==> src/rtl/cr_xp10_decomp_be_packer_pkg.sv <==
// Shared types for the XP10 decompressor back-end packer: LZ77 data-out bus
// layout, word type codes, packer FSM states and mask decode helpers.
package cr_xp10_decompPKG;

  // 74-bit LZ77 -> back-end data word: payload, word type, byte mask.
  typedef struct packed {
    logic [63:0] data;
    logic [1:0]  data_type;
    logic [7:0]  bytes_valid;
  } lz_be_dp_bus_t;

  localparam logic [1:0] DP_EOB     = 2'b00;
  localparam logic [1:0] DP_DATA    = 2'b01;
  localparam logic [1:0] DP_EOF     = 2'b10;
  localparam logic [1:0] DP_EOF_ERR = 2'b11;

  typedef enum logic [1:0] {
    ST_IDLE  = 2'b00,
    ST_ACCUM = 2'b01,
    ST_FLUSH = 2'b10
  } be_pack_state_e;

  // Byte count carried by a mask: highest set bit + 1, so a contiguous mask
  // gives its popcount and a holey mask is treated as filled below its top bit.
  function automatic logic [3:0] mask_nbytes(input logic [7:0] mask);
    logic [3:0] n;
    n = 4'd0;
    for (int i = 0; i < 8; i++) begin
      if (mask[i]) begin
        n = 4'(i + 1);
      end else begin
        n = n;
      end
    end
    return n;
  endfunction

  // Contiguous-LSB mask with n bytes set (n in 0..8).
  function automatic logic [7:0] nbytes_mask(input logic [4:0] n);
    logic [7:0] m;
    m = 8'h00;
    for (int i = 0; i < 8; i++) begin
      m[i] = (5'(i) < n);
    end
    return m;
  endfunction

endpackage

==> src/rtl/cr_xp10_decomp_be_packer_nx_fifo.sv <==
// Show-ahead synchronous FIFO with occupancy count. Writes to a full FIFO
// and reads from an empty FIFO are ignored. DEPTH must be a power of two.
module nx_fifo #(
  parameter int DEPTH = 16,
  parameter int WIDTH = 74
) (
  input  logic                       clk,
  input  logic                       rst_n,
  input  logic                       wr_en,
  input  logic [WIDTH-1:0]           wr_data,
  input  logic                       rd_en,
  output logic [WIDTH-1:0]           rd_data,
  output logic                       empty,
  output logic                       full,
  output logic [$clog2(DEPTH+1)-1:0] used
);

  localparam int AW = $clog2(DEPTH);
  localparam int UW = $clog2(DEPTH + 1);

  logic [WIDTH-1:0] mem_q [DEPTH];
  logic [AW-1:0]    wr_ptr_q, wr_ptr_d;
  logic [AW-1:0]    rd_ptr_q, rd_ptr_d;
  logic [UW-1:0]    used_q, used_d;
  logic             wr_acc, rd_acc;

  assign empty   = (used_q == {UW{1'b0}});
  assign full    = (used_q == UW'(DEPTH));
  assign used    = used_q;
  assign rd_data = mem_q[rd_ptr_q];

  // Pointer and occupancy next-state.
  always_comb begin
    wr_acc   = wr_en && !full;
    rd_acc   = rd_en && !empty;
    wr_ptr_d = wr_acc ? (wr_ptr_q + AW'(1)) : wr_ptr_q;
    rd_ptr_d = rd_acc ? (rd_ptr_q + AW'(1)) : rd_ptr_q;
    case ({wr_acc, rd_acc})
      2'b10:   used_d = used_q + UW'(1);
      2'b01:   used_d = used_q - UW'(1);
      default: used_d = used_q;
    endcase
  end

  // Storage array; contents need no reset since reads are gated by used_q.
  always_ff @(posedge clk) begin
    if (wr_acc) begin
      mem_q[wr_ptr_q] <= wr_data;
    end
  end

  // Pointer and occupancy registers.
  always_ff @(posedge clk or negedge rst_n) begin
    if (!rst_n) begin
      wr_ptr_q <= {AW{1'b0}};
      rd_ptr_q <= {AW{1'b0}};
      used_q   <= {UW{1'b0}};
    end else begin
      wr_ptr_q <= wr_ptr_d;
      rd_ptr_q <= rd_ptr_d;
      used_q   <= used_d;
    end
  end

endmodule

==> src/rtl/cr_xp10_decomp_be_packer.sv <==
// Back-end receiver of the LZ77 data-out bus: buffers incoming words in a
// skid FIFO, packs their valid bytes into dense 8-byte words and flushes the
// tail word at end-of-frame with EOF/error flags and the frame byte count.
module cr_xp10_decomp_be_packer
  import cr_xp10_decompPKG::*;
#(
  parameter int IN_DEPTH = 16,
  parameter int CNT_W    = 24
) (
  input  logic             clk,
  input  logic             rst_n,
  input  logic             lz_be_dp_valid,
  input  lz_be_dp_bus_t    lz_be_dp_bus,
  output logic             be_lz_dp_ready,
  output logic             be_out_valid,
  output logic [63:0]      be_out_data,
  output logic [7:0]       be_out_bytes_valid,
  output logic             be_out_eof,
  output logic             be_out_err,
  input  logic             be_out_ready,
  output logic [CNT_W-1:0] be_byte_count,
  output logic             be_overflow
);

  localparam int UW = $clog2(IN_DEPTH + 1);

  logic [73:0]     fifo_rd_data;
  logic            fifo_empty, fifo_full, fifo_pop;
  logic [UW-1:0]   fifo_used;
  lz_be_dp_bus_t   head;
  logic [3:0]      head_nb;
  logic [63:0]     head_keep;
  logic            head_eof, head_err, head_payload;

  be_pack_state_e  state_q, state_d;
  logic [127:0]    acc_q, acc_d, acc_shift;
  logic [4:0]      acc_cnt_q, acc_cnt_d, cnt_shift;
  logic [CNT_W-1:0] frame_cnt_q, frame_cnt_d;
  logic [CNT_W:0]  frame_sum;
  logic            err_q, err_d;
  logic            out_valid_q, out_valid_d;
  logic [63:0]     out_data_q, out_data_d;
  logic [7:0]      out_mask_q, out_mask_d;
  logic            out_eof_q, out_eof_d;
  logic            out_err_q, out_err_d;
  logic [CNT_W-1:0] out_cnt_q, out_cnt_d;
  logic            ready_q, ready_d;
  logic            ovf_q, ovf_d;
  logic            out_free, emit, emit_last;

  nx_fifo #(.DEPTH(IN_DEPTH), .WIDTH(74)) u_in_fifo (
    .clk     (clk),
    .rst_n   (rst_n),
    .wr_en   (lz_be_dp_valid),
    .wr_data (lz_be_dp_bus),
    .rd_en   (fifo_pop),
    .rd_data (fifo_rd_data),
    .empty   (fifo_empty),
    .full    (fifo_full),
    .used    (fifo_used)
  );

  assign head               = fifo_rd_data;
  assign be_lz_dp_ready     = ready_q;
  assign be_out_valid       = out_valid_q;
  assign be_out_data        = out_data_q;
  assign be_out_bytes_valid = out_mask_q;
  assign be_out_eof         = out_eof_q;
  assign be_out_err         = out_err_q;
  assign be_byte_count      = out_cnt_q;
  assign be_overflow        = ovf_q;

  // Decode the FIFO head word: byte count, payload keep-mask and type class.
  always_comb begin
    head_nb      = mask_nbytes(head.bytes_valid);
    head_eof     = (head.data_type == DP_EOF) || (head.data_type == DP_EOF_ERR);
    head_err     = (head.data_type == DP_EOF_ERR);
    head_payload = (head.data_type == DP_DATA) || (head.data_type == DP_EOB);
    head_keep    = 64'd0;
    for (int i = 0; i < 8; i++) begin
      head_keep[i*8 +: 8] = (4'(i) < head_nb) ? 8'hFF : 8'h00;
    end
  end

  // Packing FSM: decides pop/emit, updates accumulator, count and output word.
  // A full 8-byte word is only emitted once more bytes of the same frame are
  // known to follow, so the last data word of a frame can carry the EOF flag.
  always_comb begin
    fifo_pop    = 1'b0;
    emit        = 1'b0;
    emit_last   = 1'b0;
    state_d     = state_q;
    err_d       = err_q;
    out_free    = !out_valid_q || be_out_ready;
    out_valid_d = out_valid_q && !be_out_ready;
    out_data_d  = out_data_q;
    out_mask_d  = out_mask_q;
    out_eof_d   = out_eof_q;
    out_err_d   = out_err_q;
    out_cnt_d   = out_cnt_q;
    ready_d     = (fifo_used < UW'(IN_DEPTH - 3));
    ovf_d       = ovf_q || (lz_be_dp_valid && fifo_full);

    case (state_q)
      ST_IDLE, ST_ACCUM: begin
        if (acc_cnt_q > 5'd8) begin
          emit = out_free;
        end else if (out_free && !fifo_empty) begin
          fifo_pop = 1'b1;
          emit     = (acc_cnt_q == 5'd8) && !head_eof && (head_nb != 4'd0);
        end else begin
          emit = 1'b0;
        end
      end
      ST_FLUSH: begin
        if (out_free) begin
          emit      = 1'b1;
          emit_last = (acc_cnt_q <= 5'd8);
        end else begin
          emit = 1'b0;
        end
      end
      default: state_d = ST_IDLE;
    endcase

    if (emit) begin
      out_valid_d = 1'b1;
      out_data_d  = acc_q[63:0];
      acc_shift   = acc_q >> 64;
      if (emit_last) begin
        out_mask_d = nbytes_mask(acc_cnt_q);
        out_eof_d  = 1'b1;
        out_err_d  = err_q;
        out_cnt_d  = frame_cnt_q;
        cnt_shift  = 5'd0;
      end else begin
        out_mask_d = 8'hFF;
        out_eof_d  = 1'b0;
        out_err_d  = 1'b0;
        out_cnt_d  = {CNT_W{1'b0}};
        cnt_shift  = acc_cnt_q - 5'd8;
      end
    end else begin
      acc_shift = acc_q;
      cnt_shift = acc_cnt_q;
    end

    frame_sum = {1'b0, frame_cnt_q} + {{(CNT_W-3){1'b0}}, head_nb};
    if (fifo_pop) begin
      acc_d       = acc_shift | ({64'd0, head.data & head_keep} << {cnt_shift, 3'b000});
      acc_cnt_d   = cnt_shift + {1'b0, head_nb};
      frame_cnt_d = frame_sum[CNT_W] ? {CNT_W{1'b1}} : frame_sum[CNT_W-1:0];
      if (head_eof) begin
        state_d = ST_FLUSH;
        err_d   = head_err;
      end else if (head_payload && (head_nb != 4'd0)) begin
        state_d = ST_ACCUM;
      end else begin
        state_d = state_q;
      end
    end else if (emit_last) begin
      acc_d       = 128'd0;
      acc_cnt_d   = 5'd0;
      frame_cnt_d = {CNT_W{1'b0}};
      state_d     = ST_IDLE;
    end else begin
      acc_d       = acc_shift;
      acc_cnt_d   = cnt_shift;
      frame_cnt_d = frame_cnt_q;
    end
  end

  // State, accumulator, output word and status registers.
  always_ff @(posedge clk or negedge rst_n) begin
    if (!rst_n) begin
      state_q     <= ST_IDLE;
      acc_q       <= 128'd0;
      acc_cnt_q   <= 5'd0;
      frame_cnt_q <= {CNT_W{1'b0}};
      err_q       <= 1'b0;
      out_valid_q <= 1'b0;
      out_data_q  <= 64'd0;
      out_mask_q  <= 8'h00;
      out_eof_q   <= 1'b0;
      out_err_q   <= 1'b0;
      out_cnt_q   <= {CNT_W{1'b0}};
      ready_q     <= 1'b0;
      ovf_q       <= 1'b0;
    end else begin
      state_q     <= state_d;
      acc_q       <= acc_d;
      acc_cnt_q   <= acc_cnt_d;
      frame_cnt_q <= frame_cnt_d;
      err_q       <= err_d;
      out_valid_q <= out_valid_d;
      out_data_q  <= out_data_d;
      out_mask_q  <= out_mask_d;
      out_eof_q   <= out_eof_d;
      out_err_q   <= out_err_d;
      out_cnt_q   <= out_cnt_d;
      ready_q     <= ready_d;
      ovf_q       <= ovf_d;
    end
  end

endmodule

==> config.mk <==
export PLATFORM = sky130hd
export DESIGN_NAME = cr_xp10_decomp_be_packer
export DESIGN_NICKNAME = d
export VERILOG_FILES = /design/src/rtl/cr_xp10_decomp_be_packer_pkg.sv /design/src/rtl/cr_xp10_decomp_be_packer_nx_fifo.sv /design/src/rtl/cr_xp10_decomp_be_packer.sv
export SDC_FILE = /design/constraint.sdc
export NUM_CORES = 2
export LEC_CHECK = 0
export CORE_ASPECT_RATIO = 0.7
export CORE_MARGIN = 3
export CORE_UTILIZATION = 63
export DETAILED_ROUTE_END_ITERATION = 10
export DONT_BUFFER_PORTS = 1
export HOLD_SLACK_MARGIN = 0.02
export PLACE_DENSITY = 0.77
export SYNTH_ARGS = -nofsm -noshare
export SYNTH_HDL_FRONTEND = slang
export SYNTH_SLANG_ARGS = --single-unit
export TNS_END_PERCENT = 30
==> constraint.sdc <==
create_clock -name clk -period 9.7 [get_ports clk]
set_input_delay 1.455 -clock clk [delete_from_list [all_inputs] [get_ports clk]]
set_output_delay 1.455 -clock clk [all_outputs]
set_load 0.05 [all_outputs]
==> key figures <==
Outcome
  • Status: complete, no violations

Cells and area
  • Finished Cell Area: 65100 um2
  • Multi-input combinational cell area: 16200 um2
  • Final net count: 3459
  • Fill cell count: 5619
  • FF+latch area: 42400 um2
  • Commonest non-fill, non-tap cells in the layout: 1184 x edfxtp_1, 354 x nand2_1, 342 x mux4_2
  • Most common cell after layout, fill and taps aside: edfxtp_1
  • Area grow syn2layout: 9.28%
  • Ratio of cells with drive above 1 in the final layout: 19.3%

Timing
  • Worst setup margin: 3360 ps
  • RSZ-0062 raised after global routing: no
  • Fin crit period: 6340 ps
  • Fin crit share: 65.3%
  • Final setup fails: 0
  • Slew of the pin with the lowest slew margin: 1340 ps
  • Rel. slew slack: 9.20%
  • Hold Fails Final Rpt: 0
  • WHS: 401 ps
  • Setup TNS Final: 0 ps
  • Setup Skew: 24.9 ps
  • Fin. max-slew vios: 0
  • Highest Clock Rate: 158 MHz

Place
  • I/O Buffers: 0
  • HPWL Detailed: 92.3 mm
  • DP Worst Slack: 3440 ps
  • RD Place Congestion: 0.987
  • Placed inst area: 60900 um2

Synth
  • Netlist cell types: 81
  • EDFF count, synth: 1184
  • Mux cell area share after synthesis: 15.0%
  • Post-Syn Instances: 3372
  • Share of the synthesized area in the top cell type: 59.7%
  • Area leader, netlist: edfxtp_1
  • Post-Synth XOR/XNOR Area: 0.235%
  • Largest family of logic cells by synthesized area: multiplexers
  • Post-synthesis compound-gate area fraction: 6.54%
  • Post-Syn Area per Cell: 17.7 um2
  • Adder-cell share of the synthesized area: 0.500%
  • Mapped cell area: 59600 um2
  • Yosys reg bits: 1458
  • Largest cells by area after synthesis: edfxtp_1 60%, mux4_2 13%, dfrtp_1 12%, nand2_1 2.2%, mux2i_1 1.8%
  • Synth Area in Simple Gates: 4.67%
  • Top_reg_cell synth: edfxtp_1
  • Ys Warns: 0
  • Syn_nets: 3472
  • Sequential area share after synthesis: 71.2%
  • Async S/R FF share, synth: 18.8%

GRT
  • Maximum number of pins on one net before global-route repair: 275
  • GRT Overall Usage: 33.4%
  • Vias in the first global route: 34000
  • First-pass GRT wire length: 238 mm
  • Initial antenna violation count: 1
  • Total congestion overflow: 0

Power and ir drop
  • Tot Pwr: 22200 uW
  • Leak Pwr: 0.0223 uW
  • Combinational Power Share: 37.5%
  • P_sw: 8790 uW
  • Power Dens Cells: 341 nW/um2
  • Maximum vdd ir drop: 236 uV
  • Flop pwr share: 39.2%
  • Sw Share: 39.6%
  • Internal power: 13400 uW
  • Clock share of power: 23.3%

Floorplan
  • I/O pin cnt: 179
  • Std cell rows: 93
  • Die Ht: 263 um
  • Initial cell density of the core: 64.2%
  • Die W: 374 um
  • Die ar.: 98400 um2
  • Core region area: 92900 um2

CTS
  • Clock edge transition at the registers on the reported setup and hold paths: 60 ps
  • TritonCTS Sinks: 1458
  • Setup Fix Bufs, Post-CTS: 0
  • Cts-stage hold buffer count: 0
  • Worst-skew pair later-pin latency: 770 ps
  • Num CTS Buffers: 132
  • Root Buffer: clkbuf_16
  • TritonCTS clock tree: built
  • Clock Tree Buf Depth: 3
  • PostCTS Resize Cnt: 0
  • CTS H-tree lvls: 4

Critical path
  • Startpoint Class: register
  • WP data arrival: 7030 ps
  • Req. time, crit path: 10390 ps
  • Critical-path maximum fanout: 50
  • Setup crit end kind: register
  • Kind of critical path: register to register

Routing
  • Vias per std cell: 7.29
  • WL/cell: 34.6 um
  • First-pass iteration count of the detailed router: 8
  • WL final: 162 mm
  • Post-route ant nets: 0
  • Drc violations: 0
  • 1st-iter DRT viols: 4780
  • Via count: 34200

Job
  • Max-cap violations: 0

Hold path
  • Min-Delay Path Class: input port to async pin
critical path, stage by stage, from the launching register on:
cell and delay [ps]:
dfrtp_4 930, buf_4 830, mux4_2 410, nand2_1 100, and4_1 240, nand2_1 490, a31oi_1 540, nor2_1 140
nor2_1 380, fa_1 300, a21o_1 120, a21oi_1 100, nand4b_1 220, nor3_1 810, nor2_1 200, nand2_1 160
o221a_2 200
registers in the layout, indices dropped and copies added, names as in the netlist:
name	flops
acc_cnt_q	5
acc_q	128
be_byte_count	24
be_lz_dp_ready	1
be_out_bytes_valid	8
be_out_data	64
be_out_eof	1
be_out_err	1
be_out_valid	1
be_overflow	1
err_q	1
frame_cnt_q	24
state_q	2
u_in_fifo.mem_q	1184
u_in_fifo.rd_ptr_q	4
u_in_fifo.used	5
u_in_fifo.wr_ptr_q	4
path summary, 6_finish.rpt:
check                                      startpoint  slack [ps]                    end  cells after the start
max in group asynchronous                       rst_n        8740              acc_q[54]                      0
min in group clk                            acc_q[62]         480        be_out_data[62]                      2
worst max-delay path            u_in_fifo.rd_ptr_q[2]        3360        frame_cnt_q[23]                     16
worst min register to register              acc_q[62]         480        be_out_data[62]                      2
worst max register to register  u_in_fifo.rd_ptr_q[2]        3360        frame_cnt_q[23]                     16
worst min-delay path                            rst_n         400  u_in_fifo.wr_ptr_q[2]                      0
power by group through the flow:
| stage | combinational, uW | clock, uW | sequential, uW |
|---|---|---|---|
| global route | 8680 | 5480 | 8770 |
| global placement | 7940 | 0 | 8740 |
| floorplan | 5480 | 0 | 8520 |
| CTS | 8130 | 5240 | 8690 |
| finish | 8320 | 5170 | 8700 |
| detailed placement | 8040 | 0 | 8800 |
per-layer routing:
| layer | part of all wire, % | GRT usage [%] | up-vias |
|---|---|---|---|
| met2 | 46 | 50.2 | 2337 |
| met5 | 0 | 0 | - |
| met1 | 39 | 49.0 | 17900 |
| li1 | - | - | 13600 |
| met3 | 12 | 8.65 | 315 |
| met4 | 2.9 | 11.1 | 0 |
metrics by stage:
step | utilization, % | std cells
floorplan | - | 3372
global placement | 65.6 | 4460
detailed placement | 65.6 | 4460
CTS | 70.1 | 4690
global route | 70.1 | 4690
finish | 70.1 | 4691
synthesized netlist by cell type (all sizes together) (21+ instances only):
library cell / number
o21ai: 51
a32oi: 25
inv: 46
clkbuf: 115
dfrtp: 274
nand3: 42
o221ai: 33
a31oi: 21
nor2: 84
a21oi: 93
nor3: 30
edfxtp: 1184
a22o: 36
a221o: 21
mux2i: 105
a211oi: 42
mux4: 342
buf: 97
o211ai: 35
o22ai: 38
nand2: 356
cell families (layout without fill, tap and decap cells):
group           Yosys count  in the layout
flops                  1458           1458
simple gates            621            621
compound gates          531            531
mux                     465            465
buf+inv                 259            342
fa+ha+maj                22             22
xor+xnor                 16             16
other cells               0              1
area by class of cell:
cell class / count / area share [%]
repair buffers: 65 / 0.807
multi-input cells: 1655 / 24.9
clock inverters: 67 / 1.01
clock buffers: 163 / 5.49
well taps: 1235 / 2.37
diodes: 1 / 0.00384
flip-flops and latches: 1458 / 65.1
inverters: 47 / 0.271
(Power assumes the default switching activity.)
